**src/rtl/mem_access_ctrl_pkg.sv**
```systemverilog
// Shared types and defaults for the memory-access stage controller.
package mem_access_ctrl_pkg;

    typedef enum logic {
        IDLE = 1'b0,
        BUSY = 1'b1
    } state_t;

    localparam int DATA_W_DEF  = 32;
    localparam int ADDR_W_DEF  = 32;
    localparam int REG_W_DEF   = 5;
    localparam int TIMEOUT_DEF = 16;

    // Counter width able to hold TIMEOUT-1 (at least one bit).
    function automatic int cnt_width(input int t);
        return (t > 1) ? $clog2(t) : 1;
    endfunction

endpackage

```
**src/rtl/mem_access_ctrl_if.sv**
```systemverilog
// Data-memory req/ack bus between the MR-stage controller and the memory.
interface mem_access_ctrl_if
    import mem_access_ctrl_pkg::*;
#(
    parameter int ADDR_W = ADDR_W_DEF,
    parameter int DATA_W = DATA_W_DEF
);
    logic              dmem_req;
    logic              dmem_we;
    logic [ADDR_W-1:0] dmem_addr;
    logic [DATA_W-1:0] dmem_wdata;
    logic [DATA_W-1:0] dmem_rdata;
    logic              dmem_ack;

    modport master (
        output dmem_req, dmem_we, dmem_addr, dmem_wdata,
        input  dmem_rdata, dmem_ack
    );

    modport slave (
        input  dmem_req, dmem_we, dmem_addr, dmem_wdata,
        output dmem_rdata, dmem_ack
    );
endinterface

```
**src/rtl/mem_access_ctrl_timeout_ctr.sv**
```systemverilog
// Wait counter for an outstanding access; expire_o flags the last allowed
// cycle. TIMEOUT = 0 never expires.
module mem_timeout_ctr
    import mem_access_ctrl_pkg::*;
#(
    parameter int TIMEOUT = TIMEOUT_DEF
) (
    input  logic clk,
    input  logic rst_n,
    input  logic clr_i,
    input  logic inc_i,
    output logic expire_o
);
    localparam int               CNT_W = cnt_width(TIMEOUT);
    localparam logic [CNT_W-1:0] LAST  = CNT_W'((TIMEOUT > 0) ? TIMEOUT - 1 : 0);

    logic [CNT_W-1:0] cnt_q, cnt_d;

    // Clear has priority; otherwise count one per waiting cycle.
    always_comb begin
        cnt_d = cnt_q;
        if (clr_i)
            cnt_d = '0;
        else if (inc_i)
            cnt_d = cnt_q + CNT_W'(1);
    end

    // Counter register.
    always_ff @(posedge clk or negedge rst_n) begin
        if (!rst_n)
            cnt_q <= '0;
        else
            cnt_q <= cnt_d;
    end

    assign expire_o = (TIMEOUT != 0) && (cnt_q == LAST);

endmodule

```
**src/rtl/mem_access_ctrl.sv**
```systemverilog
// MR stage: turns EX/MR load/store controls into req/ack memory transactions,
// stalls upstream while an access is outstanding, resolves branches and
// drives the MR/WB result register.
module mem_access_ctrl
    import mem_access_ctrl_pkg::*;
#(
    parameter int DATA_W  = DATA_W_DEF,
    parameter int ADDR_W  = ADDR_W_DEF,
    parameter int REG_W   = REG_W_DEF,
    parameter int TIMEOUT = TIMEOUT_DEF
) (
    input  logic               clk,
    input  logic               reset,
    input  logic               MemToReg_in,
    input  logic               RegWrite_in,
    input  logic               MemRead_in,
    input  logic               MemWrite_in,
    input  logic               Branch_in,
    input  logic [ADDR_W-1:0]  branch_target_in,
    input  logic               zero_in,
    input  logic [DATA_W-1:0]  alu_result_in,
    input  logic [DATA_W-1:0]  rt_data_in,
    input  logic [REG_W-1:0]   write_reg_in,
    output logic               pc_src,
    output logic [ADDR_W-1:0]  branch_target_out,
    output logic               mem_stall,
    mem_access_ctrl_if.master  dmem,
    output logic               wb_RegWrite,
    output logic               wb_MemToReg,
    output logic [DATA_W-1:0]  wb_mem_data,
    output logic [DATA_W-1:0]  wb_alu_result,
    output logic [REG_W-1:0]   wb_write_reg,
    output logic               mem_err
);
    state_t              state_q;
    logic                req_q, we_q, err_q;
    logic [ADDR_W-1:0]   addr_q;
    logic [DATA_W-1:0]   wdata_q;

    logic                wb_rw_q, wb_rw_d;
    logic                wb_m2r_q, wb_m2r_d;
    logic [DATA_W-1:0]   wb_mem_q, wb_mem_d;
    logic [DATA_W-1:0]   wb_alu_q, wb_alu_d;
    logic [REG_W-1:0]    wb_reg_q, wb_reg_d;

    logic mem_op, bad, idle, busy, start, ack, expire, abort;
    logic [ADDR_W-1:0] eff_addr;

    assign mem_op   = MemRead_in ^ MemWrite_in;
    assign bad      = (MemRead_in & MemWrite_in) | (mem_op & (alu_result_in[1:0] != 2'b00));
    assign idle     = (state_q == IDLE);
    assign busy     = (state_q == BUSY);
    assign start    = idle & mem_op & ~bad;
    assign ack      = busy & dmem.dmem_ack;
    assign abort    = busy & ~dmem.dmem_ack & expire;
    assign eff_addr = ADDR_W'(alu_result_in) & ~ADDR_W'(3);

    // Branch resolution is independent of the memory FSM.
    assign pc_src            = Branch_in & zero_in;
    assign branch_target_out = branch_target_in;

    // Hold upstream on the detect cycle and while waiting; an aborted access
    // releases the stall so the faulting instruction leaves EX/MR.
    assign mem_stall = start | (busy & ~dmem.dmem_ack & ~expire);

    mem_timeout_ctr #(.TIMEOUT(TIMEOUT)) u_timeout (
        .clk      (clk),
        .rst_n    (reset),
        .clr_i    (~busy | ack | abort),
        .inc_i    (busy),
        .expire_o (expire)
    );

    // Next MR/WB contents: EX/MR fields when an instruction retires here,
    // a bubble while an access is started, waiting or aborted.
    always_comb begin
        wb_rw_d  = 1'b0;
        wb_m2r_d = 1'b0;
        wb_mem_d = '0;
        wb_alu_d = '0;
        wb_reg_d = '0;
        if (idle && !start) begin
            wb_rw_d  = RegWrite_in & ~bad;
            wb_m2r_d = MemToReg_in;
            wb_alu_d = alu_result_in;
            wb_reg_d = write_reg_in;
        end else if (ack) begin
            wb_rw_d  = RegWrite_in;
            wb_m2r_d = MemToReg_in;
            wb_mem_d = we_q ? '0 : dmem.dmem_rdata;
            wb_alu_d = alu_result_in;
            wb_reg_d = write_reg_in;
        end
    end

    // Access FSM with registered bus outputs, error pulse and MR/WB register.
    always_ff @(posedge clk or negedge reset) begin
        if (!reset) begin
            state_q  <= IDLE;
            req_q    <= 1'b0;
            we_q     <= 1'b0;
            addr_q   <= '0;
            wdata_q  <= '0;
            err_q    <= 1'b0;
            wb_rw_q  <= 1'b0;
            wb_m2r_q <= 1'b0;
            wb_mem_q <= '0;
            wb_alu_q <= '0;
            wb_reg_q <= '0;
        end else begin
            wb_rw_q  <= wb_rw_d;
            wb_m2r_q <= wb_m2r_d;
            wb_mem_q <= wb_mem_d;
            wb_alu_q <= wb_alu_d;
            wb_reg_q <= wb_reg_d;
            err_q    <= 1'b0;
            case (state_q)
                IDLE: begin
                    if (start) begin
                        state_q <= BUSY;
                        req_q   <= 1'b1;
                        we_q    <= MemWrite_in;
                        addr_q  <= eff_addr;
                        wdata_q <= rt_data_in;
                    end else if (bad) begin
                        err_q   <= 1'b1;
                    end
                end
                BUSY: begin
                    if (dmem.dmem_ack || expire) begin
                        state_q <= IDLE;
                        req_q   <= 1'b0;
                        we_q    <= 1'b0;
                        err_q   <= ~dmem.dmem_ack;
                    end
                end
                default: state_q <= IDLE;
            endcase
        end
    end

    assign dmem.dmem_req   = req_q;
    assign dmem.dmem_we    = we_q;
    assign dmem.dmem_addr  = addr_q;
    assign dmem.dmem_wdata = wdata_q;

    assign wb_RegWrite   = wb_rw_q;
    assign wb_MemToReg   = wb_m2r_q;
    assign wb_mem_data   = wb_mem_q;
    assign wb_alu_result = wb_alu_q;
    assign wb_write_reg  = wb_reg_q;
    assign mem_err       = err_q;

endmodule

```
**src/flat_wrapper.sv**
```systemverilog
// flat-port wrapper written by rule: the top's interface ports become plain ports
module mem_access_ctrl_flat import mem_access_ctrl_pkg::*;
#(
    parameter int DATA_W  = DATA_W_DEF,
    parameter int ADDR_W  = ADDR_W_DEF,
    parameter int REG_W   = REG_W_DEF,
    parameter int TIMEOUT = TIMEOUT_DEF
)
  (clk, reset, MemToReg_in, RegWrite_in, MemRead_in, MemWrite_in, Branch_in, branch_target_in, zero_in, alu_result_in, rt_data_in, write_reg_in, pc_src, branch_target_out, mem_stall, wb_RegWrite, wb_MemToReg, wb_mem_data, wb_alu_result, wb_write_reg, mem_err, dmem_dmem_req, dmem_dmem_we, dmem_dmem_addr, dmem_dmem_wdata, dmem_dmem_rdata, dmem_dmem_ack);
  mem_access_ctrl_if #(.ADDR_W(ADDR_W), .DATA_W(DATA_W)) dmem_i ();
  input  logic clk;
  input  logic reset;
  input  logic MemToReg_in;
  input  logic RegWrite_in;
  input  logic MemRead_in;
  input  logic MemWrite_in;
  input  logic Branch_in;
  input  logic [ADDR_W-1:0] branch_target_in;
  input  logic zero_in;
  input  logic [DATA_W-1:0] alu_result_in;
  input  logic [DATA_W-1:0] rt_data_in;
  input  logic [REG_W-1:0] write_reg_in;
  output logic pc_src;
  output logic [ADDR_W-1:0] branch_target_out;
  output logic mem_stall;
  output logic wb_RegWrite;
  output logic wb_MemToReg;
  output logic [DATA_W-1:0] wb_mem_data;
  output logic [DATA_W-1:0] wb_alu_result;
  output logic [REG_W-1:0] wb_write_reg;
  output logic mem_err;
  output wire logic [$bits(dmem_i.dmem_req)-1:0] dmem_dmem_req;
  output wire logic [$bits(dmem_i.dmem_we)-1:0] dmem_dmem_we;
  output wire logic [$bits(dmem_i.dmem_addr)-1:0] dmem_dmem_addr;
  output wire logic [$bits(dmem_i.dmem_wdata)-1:0] dmem_dmem_wdata;
  input wire logic [$bits(dmem_i.dmem_rdata)-1:0] dmem_dmem_rdata;
  input wire logic [$bits(dmem_i.dmem_ack)-1:0] dmem_dmem_ack;
  assign dmem_dmem_req = dmem_i.dmem_req;
  assign dmem_dmem_we = dmem_i.dmem_we;
  assign dmem_dmem_addr = dmem_i.dmem_addr;
  assign dmem_dmem_wdata = dmem_i.dmem_wdata;
  assign dmem_i.dmem_rdata = dmem_dmem_rdata;
  assign dmem_i.dmem_ack = dmem_dmem_ack;
  mem_access_ctrl #(.DATA_W(DATA_W), .ADDR_W(ADDR_W), .REG_W(REG_W), .TIMEOUT(TIMEOUT)) u_core (.clk(clk), .reset(reset), .MemToReg_in(MemToReg_in), .RegWrite_in(RegWrite_in), .MemRead_in(MemRead_in), .MemWrite_in(MemWrite_in), .Branch_in(Branch_in), .branch_target_in(branch_target_in), .zero_in(zero_in), .alu_result_in(alu_result_in), .rt_data_in(rt_data_in), .write_reg_in(write_reg_in), .pc_src(pc_src), .branch_target_out(branch_target_out), .mem_stall(mem_stall), .dmem(dmem_i), .wb_RegWrite(wb_RegWrite), .wb_MemToReg(wb_MemToReg), .wb_mem_data(wb_mem_data), .wb_alu_result(wb_alu_result), .wb_write_reg(wb_write_reg), .mem_err(mem_err));
endmodule
```
**config.mk**
```make
export PLATFORM = sky130hd
export DESIGN_NAME = mem_access_ctrl_flat
export DESIGN_NICKNAME = d
export VERILOG_FILES = /design/src/rtl/mem_access_ctrl_pkg.sv /design/src/rtl/mem_access_ctrl_if.sv /design/src/rtl/mem_access_ctrl_timeout_ctr.sv /design/src/rtl/mem_access_ctrl.sv /design/src/flat_wrapper.sv
export SDC_FILE = /design/constraint.sdc
export NUM_CORES = 1
export LEC_CHECK = 0
export CORE_UTILIZATION = 31
export DETAILED_ROUTE_END_ITERATION = 8
export PLACE_DENSITY_LB_ADDON = 0.25
export SLEW_MARGIN = 10
export SYNTH_ARGS = -nofsm -noshare
export SYNTH_HDL_FRONTEND = slang
export SYNTH_SLANG_ARGS = --single-unit
```
**constraint.sdc**
```tcl
create_clock -name clk -period 1.65 [get_ports clk]
set_input_delay 0.2475 -clock clk [delete_from_list [all_inputs] [get_ports clk]]
set_output_delay 0.2475 -clock clk [all_outputs]
set_load 0.05 [all_outputs]
```
==> metrics.yaml <==
first_pass_grt_wire_length_um: 21600
worstSetupPathType: "flip-flop to flip-flop"
most_common_cell_after_layout_fill_and_taps_aside: "buf_4"
setup_viol: 82
num_rows: 47
drt-vias-per-instance: 4.27
globalRouteTotalUtil_pct: 16.1
layout_worst_path_cycle_share_pct: 114
synthesis.area_per_instance_um2: 15.2
hold_path_class: "input pin to flip-flop"
grt_max_degree: 47
netlist_instances: 352
clkLatencyLatePin_ps: 410
timing.max_slew.rel_slack_pct: 42.4
worst_setup_hold_path_clk_slew_ps: 60
finalWorstPathRequiredPeriod_ps: 1880
die_height_um: 133
cts_tree: "built"
grt.overflow.total: 0
cap_viol_max_count: 0
yosys.cell_types.count: 26
timing.clock.skew_ps: 4.71
areaGrowthSynthToFinish_pct: 58.6
die_x_um: 133
wire_per_inst_um: 16.7
seq_area_frac_synth_pct: 66.1
multiInputGateArea_um2: 1510
drive_above_1_share_pct: 43.3
floorplan.io_pins: 314
violations: "negative setup slack"
detailedRoute.firstPassIterationCount: 4
finalWirelength_um: 13800
critPathMaxFanout: 7
final-max-slew-violation-count: 0
antenna_cells: 0
vias: 3540
hold_fails_final_rpt: 0
clock-sinks: 141
synth_seq_cells: 141
tightestPinTransition_ps: 862
finalHoldWorstSlack_ps: 238
core_area_um2: 16700
fillCellCount: 1447
clockBufferDepth: 2
drtIter0Drc: 157
cts-htree-levels: 4
route.detailed.drc: 0
category_of_the_worst_setup_path_capture_point: "flip-flop"
unrepaired_setup_endpoints_after_global_routing: "true"
power.static_leakage_nw: 4.15
timing.fmax_mhz: 533
final_gp_congestion: 0.807
final-seq-area_um2: 3530
nets: 740
cp_data_arrival_time_ps: 2170
place.detailed.instances: 787
antenna_violations_before_repair: 0
synthesis.area_um2: 5340
final_antenna_net_count: 0
initial_core_util_pct: 32.0
post-route-worst-setup-slack_ps: -225
full_die_area_um2: 17700
power.ir.vdd_worst_mv: 0.690
critical_path.startpoint_type: "flip-flop"
pwr_density_cell_nw_per_um2: 1460
yosysWarningCount: 0
root_buffer: "clkbuf_16"
dp.final_hpwl_um: 9660
most-common-layout-cells: "buf_4 (148), dfrtp_1 (141), clkdlybuf4s50_1 (106)"
grt_pass1_vias: 3825
worst_ep_required_time_ps: 1950
finished_layout_cells: 829
cts_made_buffers: 17
numPortBuffers: 247
run_status: "complete, but fails checks"
total_power_mw: 12.3
metal layers:
layer,wire length [um],global-route usage (%),share of wire (%)
met5,0,0,0
met1,5410,18.5,39
met4,434,8.71,3.1
met2,6950,27.1,50
met3,1030,4.79,7.4
Yosys cell counts, drive strengths merged:
library cell | n | area share (%)
o21a | 1 | 0.14
xnor2 | 1 | 0.16
buf | 41 | 6.0
nand2b | 1 | 0.12
mux2 | 62 | 16
a31oi | 1 | 0.12
a21oi | 1 | 0.094
xor2 | 1 | 0.16
inv | 2 | 0.14
dfrtp | 141 | 66
nor3b | 1 | 0.14
and2 | 71 | 8.3
nand3 | 2 | 0.19
clkbuf | 6 | 0.42
mux2i | 1 | 0.19
and3 | 2 | 0.23
nor2 | 3 | 0.21
conb | 1 | 0.070
nand2 | 5 | 0.35
o21ai | 4 | 0.38
ha | 2 | 0.47
nor4 | 1 | 0.23
nor2b | 1 | 0.12
per-stage QoR:
step	utilization [%]	cell area, um2	worst slack [ps]	TNS [ps]
5_1_grt	50.7	8470	-287	-13740
6_report	50.7	8470	-225	-7210
2_1_floorplan	-	5340	97.6	0
3_5_place_dp	45.6	7620	-542	-49180
3_3_place_gp	45.6	7620	-484	-44390
4_1_cts	50.7	8470	-186	-4990
repair_timing:
item | 4_1_cts | 5_1_grt
resized for setup | 13 | 0
endpoints found under the setup margin | 100 | 94
cloned | 4 | 0
endpoints found under the hold margin | 31 | 0
hold buffers | 1 | 0
setup buffers | 5 | 0
pin swaps | 14 | 15
power by group:
group	internal, mW	switching, mW	total (mW)
combinational	1.49	2.52	4.01
sequential	3.98	0.263	4.25
clock	2.57	1.50	4.07
total	8.05	4.29	12.3
final cells by class:
| type | count | area share, % |
|---|---|---|
| clock buffer | 18 | 5.19 |
| tap | 220 | 3.25 |
| inverter | 2 | 0.0887 |
| clock inverter | 14 | 2.28 |
| timing repair buffer | 271 | 29.6 |
| multi-input combinational | 163 | 17.9 |
| sequential | 141 | 41.7 |
logic make-up after synthesis:
kind of cell / synth area share, %
AO/OA/AOI/OAI: 0.727
buffers and inverters: 6.59
adder cells (fa/ha/maj): 0.469
XOR/XNOR: 0.328
other: 0.0703
AND/OR/NAND/NOR: 9.92
flip-flops: 66.1
multiplexers: 15.8
final timing paths:
kind                                               to  cells after the start  slack, ps                 startpoint
min reg2reg                 u_core.u_timeout.cnt_q[0]                      1        470  u_core.u_timeout.cnt_q[0]
max reg2reg                u_core.dmem.dmem_wdata[13]                      7       -230                u_core.busy
min                               u_core.dmem.dmem_we                      3        240                MemWrite_in
max                        u_core.dmem.dmem_wdata[13]                      7       -230                u_core.busy
min in group asynchronous   u_core.dmem.dmem_wdata[0]                      2        300                      reset
max in group asynchronous      u_core.wb_mem_data[30]                      3        750                      reset
critical path, cell delays in order (launching register included):
cell	delay [ps]
dfrtp_1	400
buf_6	130
nor4_4	240
nand2_4	110
buf_4	170
buf_8	140
bufbuf_16	280
mux2_4	290
No activity file was read; power rests on OpenSTA's default activity.
